`src/rtl/audio_fx_fsm.sv`:
```
`default_nettype none
// ============================================================================
// Module   : audio_fx_fsm
// Brief    : Stereo audio effects engine. Captures one sample per slowclock
//            rise and applies the effect chosen by the latched select word.
// Revision : 1.0  initial release
// ============================================================================
module audio_fx_fsm #(
    parameter int W            = 16,
    parameter int CRUSH_BITS   = 6,
    parameter int CRUSH_FACTOR = 4,
    parameter int COMP_THRESH  = 8192,
    parameter int COMP_SHIFT   = 2
) (
    input  logic         clock,
    input  logic         reset,
    input  logic         slowclock,
    input  logic         comclock,
    input  logic [3:0]   sel,
    input  logic [W-1:0] leftin,
    input  logic [W-1:0] rightin,
    output logic [W-1:0] leftout,
    output logic [W-1:0] rightout
);

    localparam int                 c_DEC_W      = (CRUSH_FACTOR > 1) ? $clog2(CRUSH_FACTOR) : 1;
    localparam logic [c_DEC_W-1:0] c_DEC_LAST   = c_DEC_W'(CRUSH_FACTOR - 1);
    localparam logic [W-1:0]       c_CRUSH_MASK = {{CRUSH_BITS{1'b1}}, {(W-CRUSH_BITS){1'b0}}};
    localparam logic [W-1:0]       c_RES8_MASK  = {{8{1'b1}}, {(W-8){1'b0}}};
    localparam logic [W-1:0]       c_THRESH     = W'(COMP_THRESH);
    localparam logic [W-1:0]       c_MAG_MAX    = {1'b0, {(W-1){1'b1}}};
    localparam logic [W-1:0]       c_MAG_MIN    = {1'b1, {(W-1){1'b0}}};
    localparam logic [3:0]         c_SEL_CRUSH  = 4'b0001;
    localparam logic [3:0]         c_SEL_MONO   = 4'b0010;
    localparam logic [3:0]         c_SEL_RES8   = 4'b0100;
    localparam logic [3:0]         c_SEL_COMP   = 4'b1000;

    typedef enum logic [1:0] {
        S_IDLE    = 2'd0,
        S_CAPTURE = 2'd1,
        S_APPLY   = 2'd2
    } state_t;

    state_t             r_state;
    logic               r_slow_d;
    logic               r_com_d;
    logic [3:0]         r_sel;
    logic [3:0]         r_sel_cap;
    logic [c_DEC_W-1:0] r_dec;
    logic               r_crush_ok;
    logic [W-1:0]       r_in_l;
    logic [W-1:0]       r_in_r;
    logic [W-1:0]       r_res_l;
    logic [W-1:0]       r_res_r;
    logic               r_res_upd;

    logic               w_slow_rise;
    logic               w_com_rise;
    logic [3:0]         w_sel_now;
    logic [W-1:0]       w_mono;
    logic [W-1:0]       w_eff_l;
    logic [W-1:0]       w_eff_r;
    logic               w_eff_upd;

    // floor((a+b)/2) without a W+1-bit sum: halve each operand, add back the shared carry
    function automatic logic [W-1:0] f_mono(input logic [W-1:0] a, input logic [W-1:0] b);
        return {a[W-1], a[W-1:1]} + {b[W-1], b[W-1:1]} + {{(W-1){1'b0}}, a[0] & b[0]};
    endfunction

    function automatic logic [W-1:0] f_compress(input logic [W-1:0] x);
        logic [W-1:0] mag;
        logic [W-1:0] red;
        if (x == c_MAG_MIN)
            mag = c_MAG_MAX;
        else if (x[W-1])
            mag = -x;
        else
            mag = x;
        if (mag > c_THRESH)
            red = c_THRESH + ((mag - c_THRESH) >> COMP_SHIFT);
        else
            red = mag;
        return x[W-1] ? -red : red;
    endfunction

    assign w_slow_rise = slowclock & ~r_slow_d;
    assign w_com_rise  = comclock & ~r_com_d;
    // a select word latched on the capture edge already applies to that sample
    assign w_sel_now   = w_com_rise ? sel : r_sel;
    assign w_mono      = f_mono(r_in_l, r_in_r);

    always_comb begin
        w_eff_l   = r_in_l;
        w_eff_r   = r_in_r;
        w_eff_upd = 1'b1;
        case (r_sel_cap)
            c_SEL_CRUSH: begin
                w_eff_l   = r_in_l & c_CRUSH_MASK;
                w_eff_r   = r_in_r & c_CRUSH_MASK;
                w_eff_upd = r_crush_ok;
            end
            c_SEL_MONO: begin
                w_eff_l = w_mono;
                w_eff_r = w_mono;
            end
            c_SEL_RES8: begin
                w_eff_l = r_in_l & c_RES8_MASK;
                w_eff_r = r_in_r & c_RES8_MASK;
            end
            c_SEL_COMP: begin
                w_eff_l = f_compress(r_in_l);
                w_eff_r = f_compress(r_in_r);
            end
            default: ;
        endcase
    end

    always_ff @(posedge clock or negedge reset) begin
        if (!reset) begin
            r_state    <= S_IDLE;
            r_slow_d   <= 1'b0;
            r_com_d    <= 1'b0;
            r_sel      <= 4'b0000;
            r_sel_cap  <= 4'b0000;
            r_dec      <= '0;
            r_crush_ok <= 1'b0;
            r_in_l     <= '0;
            r_in_r     <= '0;
            r_res_l    <= '0;
            r_res_r    <= '0;
            r_res_upd  <= 1'b0;
            leftout    <= '0;
            rightout   <= '0;
        end else begin
            r_slow_d <= slowclock;
            r_com_d  <= comclock;
            if (w_com_rise)
                r_sel <= sel;
            case (r_state)
                S_IDLE: begin
                    if (w_slow_rise) begin
                        r_in_l     <= leftin;
                        r_in_r     <= rightin;
                        r_sel_cap  <= w_sel_now;
                        r_crush_ok <= (r_dec == '0);
                        r_dec      <= (r_dec == c_DEC_LAST) ? '0 : r_dec + c_DEC_W'(1);
                        r_state    <= S_CAPTURE;
                    end
                end
                S_CAPTURE: begin
                    r_res_l   <= w_eff_l;
                    r_res_r   <= w_eff_r;
                    r_res_upd <= w_eff_upd;
                    r_state   <= S_APPLY;
                end
                S_APPLY: begin
                    if (r_res_upd) begin
                        leftout  <= r_res_l;
                        rightout <= r_res_r;
                    end
                    r_state <= S_IDLE;
                end
                default: r_state <= S_IDLE;
            endcase
        end
    end

endmodule
`default_nettype wire

```
`config.mk`:
```
export PLATFORM = sky130hd
export DESIGN_NAME = audio_fx_fsm
export DESIGN_NICKNAME = d
export VERILOG_FILES = /design/src/rtl/audio_fx_fsm.sv
export SDC_FILE = /design/constraint.sdc
export NUM_CORES = 1
export LEC_CHECK = 0
export BUFFER_PORTS_ARGS = -buffer_cell sky130_fd_sc_hd__buf_2
export CAP_MARGIN = 20
export CELL_PAD_IN_SITES_DETAIL_PLACEMENT = 1
export CELL_PAD_IN_SITES_GLOBAL_PLACEMENT = 1
export CORE_ASPECT_RATIO = 0.75
export CORE_MARGIN = 3
export CORE_UTILIZATION = 43
export CTS_BUF_LIST = sky130_fd_sc_hd__clkbuf_2 sky130_fd_sc_hd__clkbuf_4 sky130_fd_sc_hd__clkbuf_8
export CTS_CLUSTER_SIZE = 28
export DETAILED_ROUTE_END_ITERATION = 8
export GPL_ROUTABILITY_DRIVEN = 0
export PLACE_DENSITY = 0.86
export SLEW_MARGIN = 10
export SYNTH_ARGS = -nofsm -noshare
export SYNTH_HDL_FRONTEND = slang
export SYNTH_SLANG_ARGS = --single-unit
```
`constraint.sdc`:
```
create_clock -name clock -period 3.7 [get_ports clock]
set_input_delay 0.37 -clock clock [delete_from_list [all_inputs] [get_ports clock]]
set_output_delay 0.37 -clock clock [all_outputs]
set_load 0.005 [all_outputs]
```
# --- Word level (Yosys, flattened, before mapping) ---
# Cells that the tools add are included.
totals:
  inputBits: 40
  ff_bits: 112
  wordCells: 65
op_classes:
  n_reduce_logical: 4
  bitwise_logic: 5
  muxes: 19
  order_cmp: 2
  addsub: 11
  eq_ne: 10
op_table:
  columns: ["op", "count"]
  rows:
  - ["$mux W16", 12]
  - ["$pmux W16 S4", 2]
  - ["$neg A16 Y16", 4]
  - ["$eq A16 B16 Y1 const B", 2]
  - ["$gt A16 B14 Y1 const B", 2]
  - ["$sub A16 B14 Y16 const B", 2]
  - ["$add A14 B14 Y15 const A", 2]
  - ["$add A15 B15 Y16", 1]
  - ["$add A16 B1 Y16", 1]
  - ["$eq A2 B2 Y1 const B", 2]
  - ["$eq A4 B1 Y1 const B", 1]
  - ["$eq A4 B2 Y1 const B", 1]
  - ["$eq A4 B3 Y1 const B", 1]
  - ["$eq A4 B4 Y1 const B", 1]
  - ["$logic_not A2 Y1", 2]
  - ["$mux W2", 2]
  - ["$mux W4", 1]
  - ["$pmux W2 S2", 1]
  - ["$reduce_and A2 Y1", 2]
  - ["$and A1 B1 Y1", 3]
  - ["$add A2 B1 Y2 const B", 1]
  - ["$eq A2 B1 Y1 const B", 1]
  - ["$ne A2 B2 Y1 const B", 1]
  - ["$not A1 Y1", 2]
  - ["$mux W1", 1]

# --- Depth between registers and ports, before layout ---
depth:
  ltp_word: 11
  ltp_mapped: 20
  ltp_nobuf: 19

# --- Least setup slack after synthesis ---
# No wires, ideal clock.
synth_timing:
  kind: "register -> register"
  from: "register r_in_l[0]"
  to: "register r_res_l[12]"
  t_arrival_ps: 3938
  path_slack_ps: -383
  stages_incl_launch_ff: 19
  required_ps: 3554
  setup_ps: 146
  n_path_buf: 1
  cell_sequence: "dfrtp_1 inv_1 ha_1 or4b_1 o21ai_0 mux2i_1 and2b_1 and4b_1 a21oi_2 buf_4 mux2i_1 nor2_1 ha_1 inv_1 nor3_1 o21ai_1 o41ai_2 xor2_1 o221ai_1"
synth_between:
  elab_chain_len: 11
  elab_cells_between_ends: 15
  classes_between: "add/sub (5); order compare (1); eq/ne (1); mux (7); bitwise (1)"
synth_rtl:
  columns: ["element", "line", "text"]
  rows:
  - ["start, declared", "51", "logic [W-1:0] r_in_l;"]
  - ["start signal, assigned", "142", "r_in_l <= leftin;"]
  - ["$neg A16 Y16", "76", "mag = -x;"]
  - ["$mux W16", "75", "else if (x[W-1])"]
  - ["$mux W16", "73", "if (x == c_MAG_MIN)"]
  - ["$mux W16", "96", "case (r_sel_cap)"]
  - ["$sub A16 B14 Y16", "80", "red = c_THRESH + ((mag - c_THRESH) >> COMP_SHIFT);"]
  - ["$add A14 B14 Y15", "80", null]
  - ["$mux W16", "79", "if (mag > c_THRESH)"]
  - ["$mux W16", "96", null]
  - ["$neg A16 Y16", "83", "return x[W-1] ? -red : red;"]
  - ["$mux W16", "83", null]
  - ["$pmux W16 S4 (*)", "96", null]
  - ["end signal, assigned", "151", "r_res_l <= w_eff_l;"]
  - ["end, declared", "53", "logic [W-1:0] r_res_l;"]
# Every way passes the cells marked *; elsewhere a longest branch is shown, timed or not. The select of a mux whose other input is x is not followed.
# A chain may end at the register's enable or synchronous reset.

# --- Final worst setup path ---
layout_timing:
  from: "register r_in_r[9]"
  to: "register r_res_r[8]"
layout_between:
  elab_chain_len: 11
  elab_cells_between_ends: 15
  classes_between: "add/sub (6); order compare (1); eq/ne (1); mux (7)"
layout_rtl:
  columns: ["element", "line", "text"]
  rows:
  - ["start, declared", "52", "logic [W-1:0] r_in_r;"]
  - ["start signal, assigned", "143", "r_in_r <= rightin;"]
  - ["$neg A16 Y16", "76", null]
  - ["$mux W16", "75", null]
  - ["$mux W16", "73", null]
  - ["$mux W16", "96", null]
  - ["$sub A16 B14 Y16", "80", null]
  - ["$add A14 B14 Y15", "80", null]
  - ["$mux W16", "79", null]
  - ["$mux W16", "96", null]
  - ["$neg A16 Y16", "83", null]
  - ["$mux W16", "83", null]
  - ["$pmux W16 S4 (*)", "96", null]
  - ["end signal, assigned", "152", "r_res_r <= w_eff_r;"]
  - ["end, declared", "54", "logic [W-1:0] r_res_r;"]
# Marked as above.

==> summary.txt <==
Inserted Diodes: 0
total grt overflow: 0
core area: 17,900 um2
CTS tree: built
post-synthesis cell count: 880
Hold Path Class: input pin to async pin
unique cell type count in the Yosys netlist: 84
WS Path Type: flip-flop to flip-flop
Clock Skew: 0.0259 ns
CTS max path bufs: 2
layout cells sized above 1: 0.372
DP Wirelength: 21.8 mm
Critical Path RT: 3.97 ns
port buffer count: 71
CP Launch Type: flip-flop
vias in the first global route: 7,945
initial antenna violation count: 2
final net count: 1,100
worst skew pair latency: 0.41 ns
RSZ-0062 raised after global routing: true
slew margin rel.: 0.397
Residual DRC: 0
Layout fillers: 2,097
die area: 20,100 um2
Post-Synthesis Net Count: 944
Power Density: 717 nW/um2
wire length of the first global-routing pass: 45.9 mm
Final Hold Viols: 0
warnings from Yosys: 0
final core utilization: 0.559
gr usage total: 0.295
vias: 8,162
async set or reset register ratio after synthesis: 1.00
crit path capture type: flip-flop
min Tclk post-route: 4.26 ns
Max Cap Violations: 0
sequential area share after synthesis: 0.353
Starting DRT DRC Count: 1,049
slack of the critical path: -0.557 ns
DRT antenna net count: 0
Die Y: 124 um
Area growth syn-to-layout: 26.0%
DP Worst Slack: -0.308 ns
area of the multi-input gates: 5230 um2
main flop type after synthesis: dfrtp_1
Die Wd: 163 um
storage element area: 2810 um2
htree depth: 3
row count: 42
drt first pass iters: 6
Detailed Route WL: 31.2 mm
Final Setup Violations: 13
pin count of the biggest net entering global routing: 62
Starting Density: 0.444
Leak: 4.30 nW
Routed WL per cell: 24.3 um
outcome: complete, but fails checks
Tcrit/Tclk final: 1.15
Ports: 72
Vias per Instance: 6.36
Yosys reg bits: 112
Crit Path Max Fanout: 7
synthesized area: 7930 um2
Root Driver: clkbuf_8
f_max: 235 MHz
EDFF count, synth: 0
mean post-synth cell area: 9.01 um2
Data arrival, critical path: 4.52 ns
maximum vdd drop: 0.316 mV
failing checks: negative setup slack
max-slew violation count: 0
# clock sinks: 112
Clock Pin Slew Worst Setup and Hold Paths: 0.13 ns
Num CTS Buffers: 9
Slew @ Worst Pin: 0.899 ns
[power breakdown]
part	leakage (nW)	switching, W	internal [W]	total (W)
registers	1.35	0.000387	0.00166	0.00204
clock network	0.0991	0.000477	0.000272	0.000749
logic	2.85	0.00251	0.00187	0.00438
[area by class of cell]
class / instances / area share
multi-input cells: 686 / 0.523
flip-flops and latches: 112 / 0.281
well taps: 242 / 0.0303
clock inverters: 6 / 0.00576
clock buffers: 10 / 0.0131
repair buffers: 203 / 0.138
inverters: 24 / 0.00951
[final timing paths]
kind                       cells past startpoint  slack [ns]          end       start
min                                            1        0.05  rightout[3]       reset
max reg2reg                                   18       -0.56   r_res_r[8]   r_in_r[9]
max in group asynchronous                      2        2.85    r_in_l[1]       reset
min reg2reg                                    2        0.50   r_res_r[0]  r_res_r[0]
min in group clock                             1        0.10      r_com_d    comclock
max                                           18       -0.56   r_res_r[8]   r_in_r[9]
[through the flow]
stage / setup TNS, ns / cell area (um2) / std cells / hold slack, ns / power [W]
2_1_floorplan: -0.0985 / 8000 / 880 / 0.0744 / 0.00427
3_3_place_gp: -0.432 / 9140 / 1233 / 0.461 / 0.00549
3_5_place_dp: -1.19 / 9140 / 1233 / 0.483 / 0.00572
4_1_cts: -0.528 / 9570 / 1266 / 0.0572 / 0.00662
5_1_grt: -5.00 / 9990 / 1283 / 0.0821 / 0.00755
6_report: -2.91 / 9990 / 1283 / 0.0494 / 0.00717
[logic make-up after synthesis]
| group | count (synthesis) | synth area share |
|---|---|---|
| DFF | 112 | 0.353 |
| adders and majority gates | 24 | 0.0397 |
| and+or+nand+nor | 300 | 0.194 |
| muxes | 79 | 0.109 |
| AOI/OAI and AO/OA | 221 | 0.189 |
| buffers and inverters | 82 | 0.0457 |
| xor gates and xnor gates | 62 | 0.0685 |
[sequential cells by signal, indices dropped and copies added, names as in the netlist]
register and flops:
leftout 16, r_com_d 1, r_crush_ok 1, r_dec 2, r_in_l 16, r_in_r 16
r_res_l 16, r_res_r 16, r_res_upd 1, r_sel 4, r_sel_cap 4, r_slow_d 1
r_state 2, rightout 16
[cells in the mapped netlist, drive strengths merged (4+ instances only)]
master / n / area, um2
dfrtp: 112 / 2800
nand2: 88 / 333
o21ai: 75 / 379
nor2: 72 / 280
mux2: 62 / 698
a21oi: 47 / 243
clkbuf: 40 / 150
xnor2: 33 / 289
nor3: 29 / 145
xor2: 29 / 254
inv: 23 / 86.3
ha: 22 / 275
nand3: 19 / 100
buf: 18 / 123
mux2i: 17 / 170
a31oi: 12 / 75.1
nand2b: 11 / 68.8
nor4: 11 / 83.8
o31ai: 11 / 111
a221oi: 9 / 78.8
nor2b: 9 / 56.3
and2: 8 / 52.6
o221ai: 8 / 70.1
or4: 7 / 63.8
and3: 6 / 37.5
nand4: 6 / 37.5
o21a: 6 / 45.0
o311ai: 6 / 67.6
o41ai: 6 / 86.3
or3: 6 / 37.5
nor4b: 5 / 43.8
o22ai: 5 / 31.3
or2: 5 / 31.3
a21boi: 4 / 30.0
a21o: 4 / 30.0
o211ai: 4 / 30.0
or4b: 4 / 40.0
[layer usage]
layer | vias up | share of wire | track usage | routed length, um
li1 | 3511 | - | - | -
met1 | 4051 | 0.42 | 0.418 | 13100
met2 | 493 | 0.45 | 0.457 | 14000
met3 | 101 | 0.10 | 0.0735 | 3170
met4 | 6 | 0.025 | 0.0708 | 794
met5 | - | 0.0024 | 0 | 74
[placed cells by master, fill, tap and decap left out, drive strengths merged, types with 10 or more instances in the layout]
master,n
nor2,72
dfrtp,112
a21oi,47
ha,22
nor3,29
mux2,62
a31oi,12
nand2b,11
nand3,19
o31ai,11
buf,203
clkbuf,10
nor4,11
o21ai,75
nand2,88
mux2i,17
inv,28
xnor2,33
xor2,29
[critical path, cell delays in order (launching register included)]
cell and delay, ns:
dfrtp_1 0.40, buf_4 0.18, or4b_2 0.68, o22ai_2 0.11
a211o_1 0.15, nand4b_1 0.18, nand4b_4 0.25, and2_4 0.19
nor2_4 0.11, o21a_1 0.14, ha_2 0.19, nand3_2 0.08
buf_4 0.15, a21oi_2 0.22, and2_4 0.22, nor3_2 0.06
xnor2_1 0.15, a222oi_1 0.51, o21ai_1 0.14
[timing repair]
action / 4_1_cts / 5_1_grt
hold buffers: 0 / 0
buffers inserted: 17 / 22
setup endpoints to repair: 10 / 23
gates resized for setup: 23 / 69
pin swaps: 19 / 47
(Power assumes the default switching activity.)
